<file path="config.mk">
export PLATFORM = sky130hd
export DESIGN_NAME = mem_port_arbiter_flat
export DESIGN_NICKNAME = d
export VERILOG_FILES = /design/src/rtl/mem_arb_pkg.sv /design/src/rtl/mem_port_arbiter_if.sv /design/src/rtl/rr_arbiter2.sv /design/src/rtl/mem_port_arbiter.sv /design/src/flat_wrapper.sv
export SDC_FILE = /design/constraint.sdc
export NUM_CORES = 1
export LEC_CHECK = 0
export BUFFER_PORTS_ARGS = -buffer_cell sky130_fd_sc_hd__clkbuf_2
export CORE_AREA = 2 2 105 107
export DETAILED_ROUTE_END_ITERATION = 10
export DIE_AREA = 0 0 107 109
export PLACE_DENSITY = 0.7
export SETUP_SLACK_MARGIN = 0.3
export SYNTH_ARGS = -nofsm -noshare
export SYNTH_HDL_FRONTEND = slang
export SYNTH_SLANG_ARGS = --single-unit
</file>
<file path="constraint.sdc">
create_clock -name clk -period 1.4 [get_ports clk]
set_input_delay 0.14 -clock clk [delete_from_list [all_inputs] [get_ports clk]]
set_output_delay 0.14 -clock clk [all_outputs]
set_load 0.02 [all_outputs]
</file>
<file path="src/rtl/mem_arb_pkg.sv">
// Shared definitions for the instruction/data memory port arbiter.
// Contents:
//   arb_state_e      - controller states (idle / transaction in flight)
//   PORT_IF, PORT_D  - requester ids; also the bit positions in the one-hot grant
//   MEM_LATENCY_MIN/MAX - legal range of the memory read latency
package mem_arb_pkg;

    typedef enum logic {
        ARB_IDLE = 1'b0,
        ARB_BUSY = 1'b1
    } arb_state_e;

    localparam logic PORT_IF = 1'b0;
    localparam logic PORT_D  = 1'b1;

    localparam int unsigned MEM_LATENCY_MIN = 1;
    localparam int unsigned MEM_LATENCY_MAX = 15;

endpackage

</file>
<file path="src/rtl/mem_port_arbiter_if.sv">
// Bundle of the fetch port, data port and memory port used by mem_port_arbiter.
// Modports:
//   slave  - the arbiter's view: requests and mem_rdata in; grants, responses and
//            memory strobes out
//   master - the environment's view (IFU, LSU and memory model): the mirror image
interface mem_port_arbiter_if #(
    parameter int unsigned ADDR_W = 32,
    parameter int unsigned DATA_W = 32
);
    import mem_arb_pkg::*;

    // Fetch port
    logic              if_req;
    logic [ADDR_W-1:0] if_addr;
    logic              if_gnt;
    logic              if_rvalid;
    logic [DATA_W-1:0] if_rdata;

    // Data port
    logic              d_req;
    logic              d_we;
    logic [ADDR_W-1:0] d_addr;
    logic [DATA_W-1:0] d_wdata;
    logic              d_gnt;
    logic              d_rvalid;
    logic [DATA_W-1:0] d_rdata;

    // Memory port
    logic              mem_en;
    logic              mem_we;
    logic [ADDR_W-1:0] mem_addr;
    logic [DATA_W-1:0] mem_wdata;
    logic [DATA_W-1:0] mem_rdata;

    modport slave (
        input  if_req, if_addr, d_req, d_we, d_addr, d_wdata, mem_rdata,
        output if_gnt, if_rvalid, if_rdata, d_gnt, d_rvalid, d_rdata,
        output mem_en, mem_we, mem_addr, mem_wdata
    );

    modport master (
        output if_req, if_addr, d_req, d_we, d_addr, d_wdata, mem_rdata,
        input  if_gnt, if_rvalid, if_rdata, d_gnt, d_rvalid, d_rdata,
        input  mem_en, mem_we, mem_addr, mem_wdata
    );

endinterface

</file>
<file path="src/rtl/rr_arbiter2.sv">
// Combinational two-way round-robin pick.
// Ports:
//   i_req[1:0]     - pending requests, indexed by port id
//   i_last_winner  - port id granted most recently
//   o_gnt[1:0]     - one-hot grant (all zero when nothing is requested)
module rr_arbiter2
    import mem_arb_pkg::*;
(
    input  logic [1:0] i_req,
    input  logic       i_last_winner,
    output logic [1:0] o_gnt
);

    always_comb begin
        o_gnt = i_req;
        // Contested: the port that did not win last time goes next.
        if (i_req == 2'b11) begin
            o_gnt = (i_last_winner == PORT_D) ? 2'b01 : 2'b10;
        end
    end

endmodule

</file>
<file path="src/rtl/mem_port_arbiter.sv">
// Shares one fixed-latency single-port memory between the fetch unit and the
// load/store path. One transaction at a time; the grant, mem_en and address are
// issued combinationally in IDLE, and the winner's rvalid pulses one cycle after
// the memory data is captured.
// Ports:
//   clk      - clock, rising edge
//   reset_n  - asynchronous active-low reset; also masks grants while low
//   bus      - fetch, data and memory signals (slave modport)
module mem_port_arbiter
    import mem_arb_pkg::*;
#(
    parameter int unsigned ADDR_W      = 32,
    parameter int unsigned DATA_W      = 32,
    parameter int unsigned MEM_LATENCY = 2
) (
    input  logic                    clk,
    input  logic                    reset_n,
    mem_port_arbiter_if.slave       bus
);

    localparam int unsigned CNT_W = $clog2(MEM_LATENCY + 1);

    if (MEM_LATENCY < MEM_LATENCY_MIN || MEM_LATENCY > MEM_LATENCY_MAX) begin : g_lat_check
        $error("mem_port_arbiter: MEM_LATENCY out of range");
    end

    arb_state_e        r_state;
    logic [CNT_W-1:0]  r_cnt;
    logic              r_last_winner;
    logic              r_cur_port;
    logic              r_cur_we;
    logic              r_if_rvalid;
    logic              r_d_rvalid;
    logic [DATA_W-1:0] r_if_rdata;
    logic [DATA_W-1:0] r_d_rdata;

    logic [1:0]        w_req;
    logic [1:0]        w_pick;
    logic [1:0]        w_gnt;
    logic              w_mem_en;

    // Masking with reset_n keeps grants low even though requests are live in reset.
    assign w_req = {bus.d_req, bus.if_req} & {2{reset_n}};

    rr_arbiter2 u_rr (
        .i_req         (w_req),
        .i_last_winner (r_last_winner),
        .o_gnt         (w_pick)
    );

    assign w_gnt    = (r_state == ARB_IDLE) ? w_pick : 2'b00;
    assign w_mem_en = |w_gnt;

    always_comb begin
        bus.if_gnt    = w_gnt[PORT_IF];
        bus.d_gnt     = w_gnt[PORT_D];
        bus.mem_en    = w_mem_en;
        bus.mem_we    = w_gnt[PORT_D] & bus.d_we;
        bus.mem_addr  = {ADDR_W{1'b0}};
        bus.mem_wdata = {DATA_W{1'b0}};
        if (w_gnt[PORT_D]) begin
            bus.mem_addr = bus.d_addr;
            if (bus.d_we) begin
                bus.mem_wdata = bus.d_wdata;
            end
        end else if (w_gnt[PORT_IF]) begin
            bus.mem_addr = bus.if_addr;
        end
    end

    assign bus.if_rvalid = r_if_rvalid;
    assign bus.if_rdata  = r_if_rdata;
    assign bus.d_rvalid  = r_d_rvalid;
    assign bus.d_rdata   = r_d_rdata;

    always_ff @(posedge clk or negedge reset_n) begin
        if (!reset_n) begin
            r_state       <= ARB_IDLE;
            r_cnt         <= '0;
            r_last_winner <= PORT_D;
            r_cur_port    <= PORT_IF;
            r_cur_we      <= 1'b0;
            r_if_rvalid   <= 1'b0;
            r_d_rvalid    <= 1'b0;
            r_if_rdata    <= '0;
            r_d_rdata     <= '0;
        end else begin
            r_if_rvalid <= 1'b0;
            r_d_rvalid  <= 1'b0;
            unique case (r_state)
                ARB_IDLE: begin
                    if (w_mem_en) begin
                        r_state       <= ARB_BUSY;
                        r_cnt         <= CNT_W'(MEM_LATENCY);
                        r_last_winner <= w_gnt[PORT_D];
                        r_cur_port    <= w_gnt[PORT_D];
                        r_cur_we      <= w_gnt[PORT_D] & bus.d_we;
                    end
                end
                ARB_BUSY: begin
                    r_cnt <= r_cnt - CNT_W'(1);
                    // Count of 1 here means mem_rdata is valid this cycle.
                    if (r_cnt == CNT_W'(1)) begin
                        r_state <= ARB_IDLE;
                        if (r_cur_port == PORT_D) begin
                            r_d_rvalid <= 1'b1;
                            if (!r_cur_we) begin
                                r_d_rdata <= bus.mem_rdata;
                            end
                        end else begin
                            r_if_rvalid <= 1'b1;
                            r_if_rdata  <= bus.mem_rdata;
                        end
                    end
                end
                default: r_state <= ARB_IDLE;
            endcase
        end
    end

endmodule

</file>
<file path="src/flat_wrapper.sv">
// flat-port wrapper written by rule: the top's interface ports become plain ports
module mem_port_arbiter_flat import mem_arb_pkg::*;
#(
    parameter int unsigned ADDR_W      = 32,
    parameter int unsigned DATA_W      = 32,
    parameter int unsigned MEM_LATENCY = 2
)
  (clk, reset_n, bus_if_req, bus_if_addr, bus_d_req, bus_d_we, bus_d_addr, bus_d_wdata, bus_mem_rdata, bus_if_gnt, bus_if_rvalid, bus_if_rdata, bus_d_gnt, bus_d_rvalid, bus_d_rdata, bus_mem_en, bus_mem_we, bus_mem_addr, bus_mem_wdata);
  mem_port_arbiter_if #(.ADDR_W(ADDR_W), .DATA_W(DATA_W)) bus_i ();
  input  logic clk;
  input  logic reset_n;
  input wire logic [$bits(bus_i.if_req)-1:0] bus_if_req;
  input wire logic [$bits(bus_i.if_addr)-1:0] bus_if_addr;
  input wire logic [$bits(bus_i.d_req)-1:0] bus_d_req;
  input wire logic [$bits(bus_i.d_we)-1:0] bus_d_we;
  input wire logic [$bits(bus_i.d_addr)-1:0] bus_d_addr;
  input wire logic [$bits(bus_i.d_wdata)-1:0] bus_d_wdata;
  input wire logic [$bits(bus_i.mem_rdata)-1:0] bus_mem_rdata;
  output wire logic [$bits(bus_i.if_gnt)-1:0] bus_if_gnt;
  output wire logic [$bits(bus_i.if_rvalid)-1:0] bus_if_rvalid;
  output wire logic [$bits(bus_i.if_rdata)-1:0] bus_if_rdata;
  output wire logic [$bits(bus_i.d_gnt)-1:0] bus_d_gnt;
  output wire logic [$bits(bus_i.d_rvalid)-1:0] bus_d_rvalid;
  output wire logic [$bits(bus_i.d_rdata)-1:0] bus_d_rdata;
  output wire logic [$bits(bus_i.mem_en)-1:0] bus_mem_en;
  output wire logic [$bits(bus_i.mem_we)-1:0] bus_mem_we;
  output wire logic [$bits(bus_i.mem_addr)-1:0] bus_mem_addr;
  output wire logic [$bits(bus_i.mem_wdata)-1:0] bus_mem_wdata;
  assign bus_i.if_req = bus_if_req;
  assign bus_i.if_addr = bus_if_addr;
  assign bus_i.d_req = bus_d_req;
  assign bus_i.d_we = bus_d_we;
  assign bus_i.d_addr = bus_d_addr;
  assign bus_i.d_wdata = bus_d_wdata;
  assign bus_i.mem_rdata = bus_mem_rdata;
  assign bus_if_gnt = bus_i.if_gnt;
  assign bus_if_rvalid = bus_i.if_rvalid;
  assign bus_if_rdata = bus_i.if_rdata;
  assign bus_d_gnt = bus_i.d_gnt;
  assign bus_d_rvalid = bus_i.d_rvalid;
  assign bus_d_rdata = bus_i.d_rdata;
  assign bus_mem_en = bus_i.mem_en;
  assign bus_mem_we = bus_i.mem_we;
  assign bus_mem_addr = bus_i.mem_addr;
  assign bus_mem_wdata = bus_i.mem_wdata;
  mem_port_arbiter #(.ADDR_W(ADDR_W), .DATA_W(DATA_W), .MEM_LATENCY(MEM_LATENCY)) u_core (.clk(clk), .reset_n(reset_n), .bus(bus_i));
endmodule
</file>
==> flow_summary.ini <==
[sta]
finalSetupViolCount = 133
relSlewSlack_pct = 39.6
slew_violations = 0
min_period_ps = 1850
hold_viol = 0
fin_crit_sh_pct = 132
fin_ws_ps = -448
max_freq_ghz = 0.541
clock_skew_ps = 7.84
fin_hold_ws_ps = 32.0
rsz0062_at_grt = yes
worst_pin_slew_ps = 906

[cts]
cts.sinks = 72
clkTransAtPathRegs_ps = 80
tritoncts = built
cts_buffers = 9
hold_buffers = 0
root_buffer = clkbuf_8
worstSkewPairLatency_ps = 340
clock_tree.buffer_depth = 2
h-tree-depth = 3

[synthesis]
yosysUniqueCellTypes = 25
synthesis.area_sq_mm = 0.00338
synth_nets = 379
synth_xor_area_share_pct = 0
synth.avg_cell_area_sq_um = 13.8
synth_top_family_by_area = multiplexers
synth.ff_latch_count = 72
synthMuxAreaShare_pct = 24.6
synth-compound-area-share_pct = 9.91
yosysSeqAreaShare_pct = 53.3
synth-simple-area-share_pct = 8.03
synthAdderAreaFrac_pct = 0.370
yosysWarnings = 0
synth_cells = 245

[floorplan]
num_rows = 38
dieArea_sq_mm = 0.0117
io_pins = 267
die_w_microns = 107
dieHeight_microns = 109
initial_core_util_pct = 31.9
core-area_sq_mm = 0.0106

[grt]
grt_pass1_wl_mm = 17.3
grt_antenna_before_repair = 0
met2_usage_pct = 34.6
gr-total-overflow = 0
use_met1_pct = 22.1
grt_pass1_vias = 3373
busiest_layer = met2
grt_max_degree = 73
grt_usage_pct = 19.1
met3_usage_pct = 4.90

[worst_setup_path]
cp-start-kind = register
worst_setup_path_end_kind = primary output
critPathMaxStageDelay_ps = 550
cp_slowest_cell = dfstp_2
cp.arrival_ps = 1710
cp.required_ps = 1260
crit_start = u_core.r_last_winner
crit_chain = nand2_1 -> and3_4 -> clkbuf_16 -> a22o_4 -> clkbuf_8
timing.rr.start = u_core.r_cnt[1]
path_class = register to primary output
crit_fanout = 9

[finish]
final-seq-area_sq_mm = 0.00180
fillers = 779
multi_input_area_sq_mm = 0.00190
nets = 676
num_antenna_cells = 0
layout.cells.non_filler = 687
drive_gt1_share_pct = 83.5
area_growth_pct = 96.5

[routing]
wl_per_cell_microns = 17.4
dr.first_iter.drc_count = 109
vias = 3190
avgViaCountPerCell = 4.64
wirelength_mm = 11.9
dr.pass1.iters = 4
drc = 0
postRouteAntennaNets = 0

[power]
peakVddDrop_mv = 0.991
pwr_density_cell_mw_per_mm2 = 1780
p_leak_uw = 0.00359

[placement]
dp.cells = 647
io_buffers = 266
routabilityCongestion = 0.750
dp_hpwl_mm = 7.90

[outcome]
status = finished, violations left
violations = negative setup slack

[flow_run]
cap_violations = 0

[hold_path]
hold_class = input port to register
worstHoldStart = bus_if_req
==> sequential cells by signal, summed over array words and instances, names as in the netlist <==
name / flops
u_core.bus.d_rvalid: 1
u_core.bus.if_rdata: 32
u_core.r_state: 1
u_core.bus.if_rvalid: 1
u_core.r_cnt: 2
u_core.r_cur_port: 1
u_core.r_cur_we: 1
u_core.r_last_winner: 1
u_core.bus.d_rdata: 32
==> cell families (layout without fill, tap and decap cells) <==
group | count (synthesis) | after routing
AO/OA/AOI/OAI | 41 | 41
adder cells (fa/ha/maj) | 1 | 1
buffers and inverters | 23 | 325
flip-flops | 72 | 72
multiplexers | 64 | 64
AND/OR/NAND/NOR | 44 | 44
==> path summary, 6_finish.rpt <==
path	endpoint	slack, ps	depth (start not counted)
worst max-delay path	bus_mem_addr[12]	-450	5
worst min-delay path	u_core.r_last_winner	30	2
worst max register to register	u_core.bus.if_rdata[26]	-300	8
worst min register to register	u_core.r_cur_we	490	1
max in group asynchronous	u_core.bus.if_rdata[26]	680	3
min in group asynchronous	u_core.r_state	110	3
==> stage by stage <==
step	total power [uW]	setup TNS (ps)	setup WS, ps	instance area, sq um	util (%)
detailed placement	9370	-12110	-168	5410	51.0
CTS	11600	-42610	-464	6440	60.7
global route	12500	-51650	-507	6650	62.7
finish	11900	-41610	-448	6650	62.7
global placement	9240	-9450	-132	5410	51.0
floorplan	7530	-2890	-88.6	3930	-
==> per-layer routing <==
layer | wire (microns) | vias to the layer above
li1 | - | 1477
met1 | 4570 | 1558
met2 | 6530 | 138
met3 | 631 | 17
met4 | 209 | 0
met5 | 0 | -
==> cell usage in the layout, fill, tap and decap left out, types with 3 or more instances in the layout <==
cell type | Yosys | final
buf_16 | 0 | 6
and3_4 | 0 | 3
buf_12 | 0 | 11
and2_4 | 0 | 32
clkbuf_2 | 0 | 195
buf_4 | 1 | 10
inv_1 | 5 | 3
dfrtp_1 | 71 | 71
mux2_2 | 34 | 20
mux2_4 | 30 | 44
a22o_4 | 0 | 32
nor2_1 | 3 | 3
buf_8 | 0 | 25
buf_6 | 3 | 12
clkbuf_16 | 0 | 3
clkbuf_8 | 0 | 49
==> power breakdown <==
| group | switching, uW | total (uW) | leakage [uW] | internal (uW) |
|---|---|---|---|---|
| registers | 611 | 3760 | 0.000843 | 3150 |
| logic | 3120 | 6650 | 0.00266 | 3520 |
| clock network | 811 | 1460 | 0.0000866 | 650 |
| total | 4540 | 11900 | 0.00359 | 7320 |
==> synthesized netlist by cell type (all sizes together) <==
master   instances  share of area (%)
a21o             1               0.22
a21oi            2               0.30
a22o            32                8.3
a2bb2oi          1               0.26
a31oi            1               0.19
and2            32                5.9
and3             3               0.55
and4             1               0.26
buf             16                3.0
clkbuf           2               0.22
dfrtp           71                 53
dfstp            1               0.78
ha               1               0.37
inv              5               0.55
mux2            64                 25
nand2            1               0.11
nand2b           2               0.37
nand3b           1               0.22
nor2             3               0.33
nor2b            1               0.26
o211ai           1               0.22
o21ai            3               0.44
==> critical path: cells and delay by family, from the launching register on <==
kind	cells	cell delay, ps
flops	1	550
buf+inv	2	330
simple gates	2	270
compound gates	1	220
==> repair_timing <==
action / 4_1_cts / 5_1_grt
endpoints found under the setup margin: 135 / 139
gates resized for setup: 146 / 41
pin swaps: 4 / 2
cloned: 6 / 3
hold endpoints to repair: 0 / 0
setup buffers: 7 / 8
==> layout make-up <==
cell class                      instances  area share, %
Inverter                                5          0.282
Multi-Input combinational cell        150           28.5
Sequential cell                        72           27.1
Clock buffer                           10           1.92
Timing Repair Buffer                  304           38.8
Clock inverter                          6          0.659
Tap cell                              140           2.63
Power figures use the tool's default switching activity.
